<file path="config.mk">
export PLATFORM = sky130hd
export DESIGN_NAME = credit_wrr_arbiter
export DESIGN_NICKNAME = d
export VERILOG_FILES = /design/src/rtl/arb_pkg.sv /design/src/rtl/rr_pick.sv /design/src/rtl/credit_wrr_arbiter.sv
export SDC_FILE = /design/constraint.sdc
export NUM_CORES = 1
export LEC_CHECK = 0
export CORE_MARGIN = 2
export CORE_UTILIZATION = 50
export CTS_BUF_LIST = sky130_fd_sc_hd__clkbuf_8
export DETAILED_ROUTE_END_ITERATION = 8
export PLACE_DENSITY_LB_ADDON = 0.15
export SYNTH_ARGS = -nofsm -noshare
export SYNTH_HDL_FRONTEND = slang
export SYNTH_SLANG_ARGS = --single-unit
</file>
<file path="constraint.sdc">
create_clock -name clk -period 4.91 [get_ports clk]
set_clock_uncertainty 0.15 [all_clocks]
set_input_delay 1.473 -clock clk [delete_from_list [all_inputs] [get_ports clk]]
set_output_delay 1.473 -clock clk [all_outputs]
set_load 0.005 [all_outputs]
</file>
<file path="src/rtl/arb_pkg.sv">
// arb_pkg: shared widths, weight type and zero-weight rule for the credit-gated weighted round-robin arbiter.
package arb_pkg;
  localparam int QWID_DEF = 4;
  localparam int ZERO_WEIGHT_AS = 1;
  typedef logic [QWID_DEF-1:0] weight_t;
  function automatic int width_of(input int n);
    return (n <= 2) ? 1 : $clog2(n);
  endfunction
endpackage

</file>
<file path="src/rtl/rr_pick.sv">
// rr_pick: combinational rotate-priority search returning the first request at or after start.
module rr_pick #(
  parameter int N  = 4,
  parameter int IW = 2
) (
  input  logic [N-1:0]  reqs,
  input  logic [IW-1:0] start,
  output logic [N-1:0]  pick,
  output logic [IW-1:0] idx,
  output logic          found
);
  logic [2*N-1:0] dbl;
  logic [N-1:0]   rot;
  logic [IW-1:0]  off;
  logic [IW:0]    sum;
  assign dbl = {reqs, reqs} >> start;
  assign rot = dbl[N-1:0];
  always_comb begin
    off = '0;
    for (int j = N - 1; j >= 0; j--)
      if (rot[j]) off = IW'(j);
    found = |rot;
    sum = {1'b0, start} + {1'b0, off};
    idx = !found ? '0 : (sum >= (IW+1)'(N)) ? IW'(sum - (IW+1)'(N)) : IW'(sum);
    pick = found ? ({{(N-1){1'b0}}, 1'b1} << idx) : '0;
  end
endmodule

</file>
<file path="src/rtl/credit_wrr_arbiter.sv">
// credit_wrr_arbiter: weighted round-robin FIFO pop arbiter, one grant per cycle, each grant spends one downstream credit.
module credit_wrr_arbiter
  import arb_pkg::*;
#(
  parameter int NUM_REQS    = 4,
  parameter int QWID        = 4,
  parameter int MAX_CREDITS = 4,
  localparam int IDXW = width_of(NUM_REQS),
  localparam int CWID = width_of(MAX_CREDITS + 1)
) (
  input  logic                     clk,
  input  logic                     rst,
  input  logic [NUM_REQS-1:0]      reqs,
  input  logic [NUM_REQS*QWID-1:0] weights,
  input  logic                     credit_ret,
  output logic [NUM_REQS-1:0]      gnt,
  output logic                     gnt_valid,
  output logic [IDXW-1:0]          gnt_idx,
  output logic [CWID-1:0]          credits,
  output logic                     credit_err
);
  logic [IDXW-1:0]     ptr, start, pidx;
  logic [QWID-1:0]     wcnt, wsel, wload;
  logic [NUM_REQS-1:0] pick;
  logic                found, avail, cont;
  assign start = (ptr == IDXW'(NUM_REQS - 1)) ? '0 : ptr + 1'b1;
  rr_pick #(.N(NUM_REQS), .IW(IDXW)) u_pick (
    .reqs  (reqs),
    .start (start),
    .pick  (pick),
    .idx   (pidx),
    .found (found)
  );
  // rst gates the grant so it drops the instant reset asserts, even with reqs still high
  always_comb begin
    avail = rst && credits != '0;
    cont = avail && reqs[ptr] && wcnt != '0;
    gnt = !avail ? '0 : cont ? ({{(NUM_REQS-1){1'b0}}, 1'b1} << ptr) : pick;
    gnt_valid = |gnt;
    gnt_idx = cont ? ptr : (avail && found) ? pidx : '0;
    wsel = weights[int'(pidx)*QWID +: QWID];
    wload = ((wsel < QWID'(ZERO_WEIGHT_AS)) ? QWID'(ZERO_WEIGHT_AS) : wsel) - QWID'(1);
  end
  always_ff @(posedge clk or negedge rst) begin
    if (!rst) begin
      ptr <= IDXW'(NUM_REQS - 1);
      wcnt <= '0;
      credits <= CWID'(MAX_CREDITS);
      credit_err <= 1'b0;
    end else begin
      if (gnt_valid) begin
        ptr <= gnt_idx;
        wcnt <= cont ? wcnt - 1'b1 : wload;
      end
      if (gnt_valid && !credit_ret)
        credits <= credits - 1'b1;
      else if (!gnt_valid && credit_ret) begin
        if (credits == CWID'(MAX_CREDITS)) credit_err <= 1'b1;
        else credits <= credits + 1'b1;
      end
    end
  end
  a_onehot: assert property (@(posedge clk) disable iff (!rst) $onehot0(gnt));
  a_req:    assert property (@(posedge clk) disable iff (!rst) (gnt & ~reqs) == '0);
  a_cred:   assert property (@(posedge clk) disable iff (!rst) gnt_valid |-> credits != '0);
  a_max:    assert property (@(posedge clk) disable iff (!rst) credits <= CWID'(MAX_CREDITS));
endmodule

</file>
# Word level (Yosys, flattened, before mapping)
# Index checks and enable logic that the tools add are counted.
# word_totals
memories	0
in_bits	23
romBits	0
ff_bits	10
latch_bits	0
out_inout_bits	11
ram_bits	0
# classes
div	0
n_eq_ne	3
n_shift	4
n_mul	0
n_mux	19
bitwise_logic	1
order_cmp	3
n_reduce_logical	15
addsub	7
# ops
operator	n
4-bit 2-to-1 mux	5
2-bit 2-to-1 mux	9
16-bit by 5-bit variable part select with 4-bit output	1
3-bit 2-to-1 mux	3
4-bit OR reduction	2
1-bit by 2-bit left shift with 4-bit output (first input constant)	2
8-bit by 2-bit right shift with 4-bit output	1
4-bit by 1-bit subtractor with 4-bit output (second input constant)	2
1-bit logical AND	6
4-bit by 1-bit < comparator with 1-bit output (second input constant)	1
4-bit nonzero test	1
2-bit by 2-bit adder with 3-bit output	1
3-bit by 1-bit adder with 3-bit output (second input constant)	1
3-bit equality test (second input constant)	1
3-bit >= comparator (second input constant)	1
2-bit by 3-bit < comparator with 1-bit output (second input constant)	1
3-bit AND reduction	1
3-bit nonzero test	1
3-bit by 1-bit subtractor with 3-bit output (second input constant)	1
2-bit by 1-bit adder with 2-bit output (second input constant)	1
1-bit binary-select mux with 2-bit select	1
2-bit equality test (second input constant)	1
1-bit logical NOT	2
2-bit != test (second input constant)	1
5 further kinds	5

# Depth between registers and ports, before layout
# logic_depth
depth_word	20
mapped_depth	19

# By module
# Synthesis repeated with hierarchy kept, for this count alone.
# unflattened
hier_cells	144
hier_area_um2	1191.1
# modules_own_cells
mod	seq_area_each_um2	cells_per_inst	area_per_inst_um2	instances
credit_wrr_arbiter	254.0	106	944.7	1
rr_pick	0.0	38	246.5	1

# Least setup slack after synthesis
# OpenSTA, ideal clock, no wires.
# synth_timing
path_type	input-to-output
start	input reqs[0]
end	output gnt[2]
n_path_buf	2
t_arrival_ps	3267
required_ps	3287
stages	12
path_slack_ps	20
path_cell_list	buf_2 nor2_1 nor3_1 a21oi_1 o211ai_1 ha_1 inv_1 o311ai_0 o22a_1 buf_6 or3_1 a21oi_1
# synth_via
elab_chain_len	13
word_cells_on_any_way	19
cone_classes	add/sub: 2; order compare: 1; shift: 2; mux: 11; reduce/logical: 3
# synth_rtl
element	line_no	rtl
start, declared	credit_wrr_arbiter.sv:13	input logic [NUM_REQS-1:0] reqs,
8-bit by 2-bit right shift with 4-bit output	rr_pick.sv:16	assign dbl = {reqs, reqs} >> start;
2-bit 2-to-1 mux (4 in series)	rr_pick.sv:21	if (rot[j]) off = IW'(j);
2-bit by 2-bit adder with 3-bit output	rr_pick.sv:23	sum = {1'b0, start} + {1'b0, off};
3-bit >= comparator or 2-bit by 1-bit subtractor with 2-bit output (tied branches)	rr_pick.sv:24	idx = !found ? '0 : (sum >= (IW+1)'(N)) ? IW'(sum - (IW+1)'(N)) : IW'(sum);
2-bit 2-to-1 mux (2 in series)	rr_pick.sv:24	
1-bit by 2-bit left shift with 4-bit output	rr_pick.sv:25	pick = found ? ({{(N-1){1'b0}}, 1'b1} << idx) : '0;
4-bit 2-to-1 mux	rr_pick.sv:25	
4-bit 2-to-1 mux (*) (2 in series)	credit_wrr_arbiter.sv:38	gnt = !avail ? '0 : cont ? ({{(NUM_REQS-1){1'b0}}, 1'b1} << ptr) : pick;
end, declared	credit_wrr_arbiter.sv:16	output logic [NUM_REQS-1:0] gnt,
# Mark *: on every way between the ends. The rest lies on a longest branch, timed or not. The select of a mux whose other input is x is not followed.

# Worst setup path in the final report
# layout_timing
start	input reqs[1]
end	output gnt[2]
# The elaborated chain is that of the path after synthesis.

==> run_results.csv <==
group,metric,value,unit
die,die_width,54.4,um
synthesis,synth_warnings,0,
place,dp_hpwl,2950,um
die,dieHeight,54.4,um
detailed_routing,ant_nets,0,
cells_and_area,layout.nets,247,
die,io_pins,34,
synthesis,synth.ff_latch_count,10,
global_route,antenna_found_initial,0,
critical_path,arrival,3.49,ns
synthesis,synth_edf_count,0,
detailed_routing,finalWirelength,4830,um
clock_network,clock_sinks,10,
cells_and_area,diodes,0,
power,total_power,1.33,mW
timing,fin_tns_setup,-0.278,ns
global_route,grt_max_degree,12,
clock_network,cts_tree,"built",
die,start_util,52.2,%
die,core_area,2430,sq um
synthesis,synth_area_leader_cell,"dfrtp_1",
synthesis,synthDistinctLibCells,50,
die,rows,18,
place,portBuffers,33,
synthesis,synth_top_area_share,13.8,%
timing,grt_setup_unrepaired,"yes",
run,maxCapViolCount,0,
min_path,hold_depth,1,
detailed_routing,via_count,1611,
synthesis,synth_area_leaders,"dfrtp_1 (14%), ha_1 (7.9%), dfstp_2 (6.2%), mux2i_1 (5.5%), nor2_1 (4.4%)",
detailed_routing,routedWlPerCell,19.8,um
critical_path,setup.worst_path.class,"in -> out",
power,peakVddDrop,0.000538,V
min_path,whs_endpoint,"credit_err",
detailed_routing,route.met2.wl,2460,um
global_route,gr-total-overflow,0,
detailed_routing,highest_layer,"met4",
timing,slew_violations,0,
timing,min_period,5.12,ns
clock_network,path_clk_slew,0.05,ns
synthesis,avgSynthCellArea,8.46,sq um
timing,relSlewSlack,68.9,%
critical_path,worstPathRequired,3.29,ns
critical_path,end_kind,"primary output",
critical_path,reg2reg_slack,0.68,ns
clock_network,insertion_delay,0.23,ns
status,status,"finished with violations",
synthesis,synth_seq_area_share,20.0,%
power,power_density,642,nW/um^2
die,dieArea,2960,sq um
critical_path,worstSetupStartpoint,"reqs[1]",
min_path,hold_path_startpoint,"credit_err",
detailed_routing,vias_per_cell,6.60,
detailed_routing,first_pass_iters,4,
synthesis,synth_area,1270,sq um
critical_path,start_kind,"input port",
critical_path,reg2reg_to,"wcnt[2]",
clock_network,numCtsBuffers,3,
timing,setup_ws,-0.208,ns
cells_and_area,areaGrowthSynthToFinish,63.6,%
synthesis,postSynthCellCount,150,
clock_network,cts_root_buf,"clkbuf_8",
detailed_routing,first_iter_violations,84,
min_path,hold_path.class,"reg -> reg",
power,p_leak,0.882,nW
timing,setup_viol_count_final,2,
cells_and_area,layout-drive-gt1-share,39.3,%
timing,hold_violations,0,
global_route,grt_pass1_wl,6110,um
timing,max_freq,195,MHz
critical_path,cp_max_fo,4,
detailed_routing,wl_met1,1760,um
critical_path,r2r_cells,19,
global_route,grt_use_total,28.7,%
clock_network,clockBufferDepth,2,
status,violations,"negative setup slack",
synthesis,synth-main-ff-cell,"dfrtp_1",
clock_network,cts_htree_levels,1,
synthesis,synthArstFlopShare,100,%
synthesis,synth_nets,182,
timing,finalCritPeriodShare,104,%
timing,worst_pin_slew,0.465,ns
detailed_routing,wl_met3,357,um
detailed_routing,drc,0,
place,routabilityCongestion,0.851,
critical_path,rr_startpoint,"ptr[0]",
global_route,grt_pass1_vias,1341,
placed cells by master, fill, tap and decap left out, drive strengths merged, types with 2 or more instances in the layout:
cell / n
dfrtp: 7
a22oi: 2
a31oi: 2
mux2i: 7
nor3b: 2
dfstp: 3
mux2: 5
nand2: 7
o311a: 3
and3: 2
o221ai: 2
clkdlybuf4s50: 23
o311ai: 6
or3: 2
clkbuf: 4
nor3: 9
buf: 41
nor4: 4
o31ai: 2
o21ai: 8
nand3: 3
dlygate4sd2: 3
a21oi: 6
nor2: 16
or4: 4
o211ai: 2
ha: 8
inv: 13
power by group:
part / switching, mW / total (mW) / internal [mW]
Sequential: 0.0532 / 0.183 / 0.130
Combinational: 0.516 / 1.05 / 0.532
Clock: 0.0310 / 0.101 / 0.0704
cells by family after synthesis:
| kind of cell | after synthesis | share of synthesized area, % |
|---|---|---|
| DFF | 10 | 20.0 |
| AOI/OAI and AO/OA | 46 | 29.1 |
| muxes | 13 | 12.0 |
| and+or+nand+nor | 51 | 20.5 |
| adders and majority gates | 9 | 9.47 |
| buffers and inverters | 21 | 8.88 |
synth_stat cells, types with 4 or more instances:
| cell | n |
|---|---|
| mux2i_1 | 7 |
| nor3_1 | 9 |
| a21oi_1 | 6 |
| mux2_2 | 4 |
| ha_1 | 8 |
| inv_1 | 13 |
| nor2_1 | 15 |
| dfrtp_1 | 7 |
| o21ai_0 | 6 |
| nand2_1 | 7 |
| o311ai_0 | 6 |
| nor4_1 | 4 |
| buf_6 | 4 |
metal layers:
metal	vias to the layer above	global-route usage, %
li1	711	-
met1	756	35.1
met2	111	51.4
met3	33	2.73
met4	0	10.8
met5	-	0
sequential cells by signal, indices dropped and copies added, names as in the netlist:
name	flops
wcnt	4
credits	3
ptr	2
credit_err	1
worst max-delay path, cell delays in order:
cell	delay, ns
buf_12	0.11
buf_6	0.11
nor3_4	0.20
a21oi_2	0.07
o211ai_1	0.10
ha_2	0.26
o311ai_4	0.14
o22a_1	0.24
buf_4	0.15
or3_4	0.39
a21oi_2	0.13
buf_2	0.12
worst max path at each step:
stage,endpoint,depth (start not counted)
global placement,gnt[2],11
CTS,gnt[2],12
detailed placement,gnt[2],11
floorplan,gnt[2],12
global route,gnt[2],12
finish,gnt[2],12
area by class of cell:
cell class                 count  area, sq um
tap                           30         37.5
sequential                    10          254
clock buffer                   4         55.1
multi-input combinational    119         1070
inverter                      13         51.3
fill                         130          357
timing repair buffer          68          608
timing repair:
item	4_1_cts	5_1_grt
buffers inserted	4	1
pin swaps	9	13
cloned	0	0
resized for setup	47	35
setup endpoints to repair	7	7
hold buffers	0	0
metrics by stage:
| step | cells | cell area (sq um) | setup WS [ns] | hold slack, ns | util, % |
|---|---|---|---|---|---|
| final | 244 | 2080 | -0.208 | 0.367 | 85.3 |
| after global routing | 244 | 2080 | -0.255 | 0.375 | 85.3 |
| after CTS | 243 | 1930 | -0.0930 | 0.365 | 79.3 |
| after detailed placement | 235 | 1800 | -0.865 | 0.343 | 73.9 |
| after global placement | 235 | 1800 | -0.725 | 0.308 | 73.9 |
| after floorplan | 150 | 1270 | 0.0198 | 0.299 | - |
Power figures use the tool's default switching activity.
==> RTL edit 1 (config.mk and constraints unchanged) <==
The parameter `QWID` goes from 4 to 5.
--- a/src/rtl/credit_wrr_arbiter.sv
+++ b/src/rtl/credit_wrr_arbiter.sv
@@ -5,3 +5,3 @@
   parameter int NUM_REQS    = 4,
-  parameter int QWID        = 4,
+  parameter int QWID        = 5,
   parameter int MAX_CREDITS = 4,
Interface: changed (resized weights); port bits go from 34 to 38. The function was not compared with the original's and may differ.
==> RTL edit 1 against the unedited design <==
  * The flow still finishes with violations (setup timing)
  * Sequential cell count is 1 higher
  * Wire length is 36% higher
  * First-iteration DRC count grew to 2.7 times the old value
  * Via count is 47% higher
  * Design area is 37% higher
  * Synthesized area is 41% higher
  * Setup slack worse by 0.093 ns
  * Critical path type unchanged
  * Critical endpoint is now gnt_valid
  * Largest cell class unchanged
  * Highest routed layer unchanged
Power is left out: the tool's default activity adds up to more than one toggle a clock period on the data nets, which glitch-free logic cannot reach.
==> RTL edit 1: results (changes against the unedited design) <==
fraction of synthesis flops using an asynchronous set or reset pin=100% (unchanged); placed cell areas=0.00255 mm² (+42%); status=complete, but fails checks; dpl hpwl=3980 µm (+35%); critical path launch point=reqs[2]; drt total wl=6550 µm (+36%); detailed-routed wire length on met3=429 µm (+20%); cells resized by post-CTS repair=59 (+26%); worst-case reg-to-reg path depth=21 (+2); GRT Util Overall=30.9% (+2.3 points); yosys synthesis warning count=0 (unchanged); CTS root buffer=clkbuf_8; CP endpoint=gnt_valid; detailed-routing iteration count for the pre-antenna-repair pass=5 (+1); violated checks=setup timing; worst slew margin relative to its limit=49.2% (-20 points); met1 routing resource usage after global routing=38.4% (+3.2 points); Max stage delay on crit path=0.42 ns (+0.03 ns); vias per std cell=6.42 (-2.8%); cell types with the largest area share after synthesis=dfrtp_1 (11%), ha_1 (5.6%), dfstp_2 (4.4%); global-route wire length before repair=10,100 µm (+65%); met3 Use GR=4.29% (+1.6 points); number of standard cells in the layout, taps in and fillers out=370 (+52%); Placement Setup Slack=-0.804 ns (+0.0613 ns); r2r endpoint=credits[2]; WHS=0.361 ns (-0.00582 ns); Max Root-Sink Buffers=2 (unchanged); Main synth FF type=dfrtp_1; synthesized netlist net count=265 (+46%); min setup slack post-route=-0.301 ns (-0.0926 ns); share of cells above drive strength 1=37.7% (-1.6 points); register clock-pin slew on the reported worst setup and hold paths=0.05 ns (about the same); sequential area share after synthesis=15.6% (-4.4 points); depth of the worst hold-timing path=1 (unchanged); Critical-path top delay cell=o32a_4; Core Util, Final=84.1% (-1.3 points); most frequent cells after synthesis=nor2_1 (21), nand2_1 (17), a21oi_1 (14); vias in the first global route=2,239 (+67%); metal2 WL=3200 µm (+30%); final setup vio count=4 (+2); Worst Hold Path EP=credit_err; cell class contributing the biggest share of worst-path delay=compound AO/OA/AOI/OAI gates; final RePlAce weighted congestion=0.868 (+2.1%); routed metal-1 wire length=2740 µm (+56%); post-CTS setup-driven buffer insertion count=12 (+8); met2 routing resource usage after global routing=53.9% (+2.5 points); cells after synthesis=229 (+53%); Cell Count Post-Placement=354 (+51%); buffers added on ports=37 (+12%); largest registers ranked by flip-flop count=wcnt x5, credits x3, ptr x2; Initial DRC Count=225 (+170%); register-to-register setup slack=0.12 ns (-0.56 ns); Nets=361 (+46%); post-synth cell types=68 (+36%); highest net fanout along the worst path=5 (+1); largest net degree at the start of global routing=28 (+16); Arr. time, crit path=3.59 ns (+0.10 ns); number of diodes=0 (unchanged); accumulated negative setup slack=-0.663 ns (-0.385 ns)
==> RTL edit 1: changes by cell type after synthesis, moves of 4 or more <==
cell / change
o211ai_1: +4
o21ai_0: +6
nand2_1: +10
clkbuf_1: +5
nor3_1: -5
a31oi_1: +4
nor2_1: +6
o311ai_0: -4
nand3_1: +6
a21oi_1: +8
nand2b_1: +6
==> RTL edit 1: area by class of cell <==
class	instances	area, µm²
Timing Repair Buffer	103	852
Clock buffer	3	41.3
Fill cell	202	541
Tap cell	46	57.6
Sequential cell	11	279
Clock inverter	1	3.75
Multi-Input combinational cell	191	1560
Inverter	15	56.3
==> RTL edit 1: kinds of logic (layout without fill, tap and decap cells) <==
logic type | after synthesis | after routing | share of synthesized area, %
AOI/OAI and AO/OA | 82 | 82 | 34.7
xor gates and xnor gates | 1 | 1 | 0.491
and+or+nand+nor | 88 | 88 | 27.2
buffers and inverters | 27 | 122 | 7.23
DFF | 11 | 11 | 15.6
adders and majority gates | 9 | 9 | 6.74
muxes | 11 | 11 | 8.00
==> RTL edit 2 (same flow settings) <==
Without the edit above. Register the output `credit_err` once more, without a reset; this adds one clock of latency there. The other outputs are not delayed to match.
--- a/src/rtl/credit_wrr_arbiter.sv
+++ b/src/rtl/credit_wrr_arbiter.sv
@@ -21,2 +21,4 @@
 );
+
+  logic credit_err_s0;
   logic [IDXW-1:0]     ptr, start, pidx;
@@ -48,3 +50,3 @@
       credits <= CWID'(MAX_CREDITS);
-      credit_err <= 1'b0;
+      credit_err_s0 <= 1'b0;
     end else begin
@@ -57,3 +59,3 @@
       else if (!gnt_valid && credit_ret) begin
-        if (credits == CWID'(MAX_CREDITS)) credit_err <= 1'b1;
+        if (credits == CWID'(MAX_CREDITS)) credit_err_s0 <= 1'b1;
         else credits <= credits + 1'b1;
@@ -66,2 +68,6 @@
   a_max:    assert property (@(posedge clk) disable iff (!rst) credits <= CWID'(MAX_CREDITS));
+  always_ff @(posedge clk) begin
+    credit_err <= credit_err_s0;
+  end
+
 endmodule
Check against the original RTL: not equivalent (a bounded check fails within 4 cycles, from zero or initial values and one cycle with rst low).
==> RTL edit 2 against the unedited design <==
  * The run still ends with setup timing left
  * Utilization down 5.0 points
  * Sequential share of layout area up 1.7 points
  * Hold slack worse by 0.13 ns
  * Clock power down 14%
  * Synthesized area up 1.6%
  * Design area down 5.0%
  * Setup slack better by 0.17 ns
  * Wire length down 13%
  * Cell count down 2.0%
  * Sequential cell count up 1
  * Power down 7.4%
==> RTL edit 2: results (changes against the unedited design) <==
Initial DRC Count=24 (-71%); GRT Util Overall=28.1% (-0.58 points); vias in the first global route=1,489 (+11%); register-to-register setup slack=0.66 ns (-0.02 ns); share of cells above drive strength 1=35.9% (-3.4 points); violated checks=setup timing; cell types with the largest area share after synthesis=dfrtp_1 (14%), ha_1 (7.8%), dfstp_2 (6.1%); final RePlAce weighted congestion=0.845 (-0.68%); fraction of synthesis flops using an asynchronous set or reset pin=90.9% (-9.1 points); met1 routing resource usage after global routing=29.1% (-6.0 points); min setup slack post-route=-0.0429 ns (+0.165 ns); routed metal-1 wire length=1690 µm (-3.9%); worst hold start=credit_err_s0; met3 Use GR=1.64% (-1.1 points); status=complete, but fails checks; global-route wire length before repair=6100 µm (-0.23%); cells resized by post-CTS repair=50 (+6.4%); post-synth cell types=51 (+2.0%); worst-case reg-to-reg path depth=18 (-1); Max stage delay on crit path=0.34 ns (-0.05 ns); final setup vio count=1 (-1); worst slew margin relative to its limit=55.8% (-13 points); vias per std cell=6.26 (-5.1%); Max IR drop VDD=0.000439 V (-18%); number of filler instances in the final layout=161 (+24%)
[RTL edit 2: cell types whose count changed in the layout (fill, tap and decap cells not counted), sizes merged]
| cell | delta |
|---|---|
| buf | -6 |
| clkdlybuf4s15 | +2 |
| clkdlybuf4s50 | -1 |
| dfxtp | +1 |
| dlygate4sd2 | -2 |
| inv | +1 |
[RTL edit 2: logic make-up after synthesis]
| kind of cell | count (synthesis) | share of synthesized area, % |
|---|---|---|
| buffers and inverters | 21 | 8.74 |
| AND/OR/NAND/NOR | 51 | 20.2 |
| multiplexers | 13 | 11.8 |
| adder cells (fa/ha/maj) | 9 | 9.32 |
| AO/OA/AOI/OAI | 46 | 28.6 |
| flip-flops | 11 | 21.3 |
[RTL edit 2: worst max path at each step]
stage,end,slack (ns),startpoint
6_report,gnt[2],-0.04,reqs[3]
3_5_place_dp,gnt[2],-0.82,reqs[3]
4_1_cts,gnt[1],0.001,reqs[3]
2_1_floorplan,gnt[2],0.02,reqs[0]
3_3_place_gp,gnt[2],-0.76,reqs[0]
5_1_grt,gnt[2],-0.09,reqs[3]
[RTL edit 2: cell type report]
class,count,share of cell area [%]
Clock buffer,3,2.09
Clock inverter,1,0.190
Inverter,13,2.60
Multi-Input combinational cell,119,51.9
Sequential cell,11,13.9
Tap cell,30,1.90
Timing Repair Buffer,62,27.4
[RTL edit 2: power breakdown]
part	switching (W)	internal, W
combinational	0.000457	0.000495
sequential	0.0000544	0.000142
clock	0.0000319	0.0000547
total	0.000543	0.000692
[RTL edit 2: metrics by stage]
step | instances | setup slack, ns
after floorplan | 151 | 0.0198
after global placement | 231 | -0.759
after detailed placement | 231 | -0.821
after CTS | 238 | 0.00144
after global routing | 239 | -0.0910
final | 239 | -0.0429
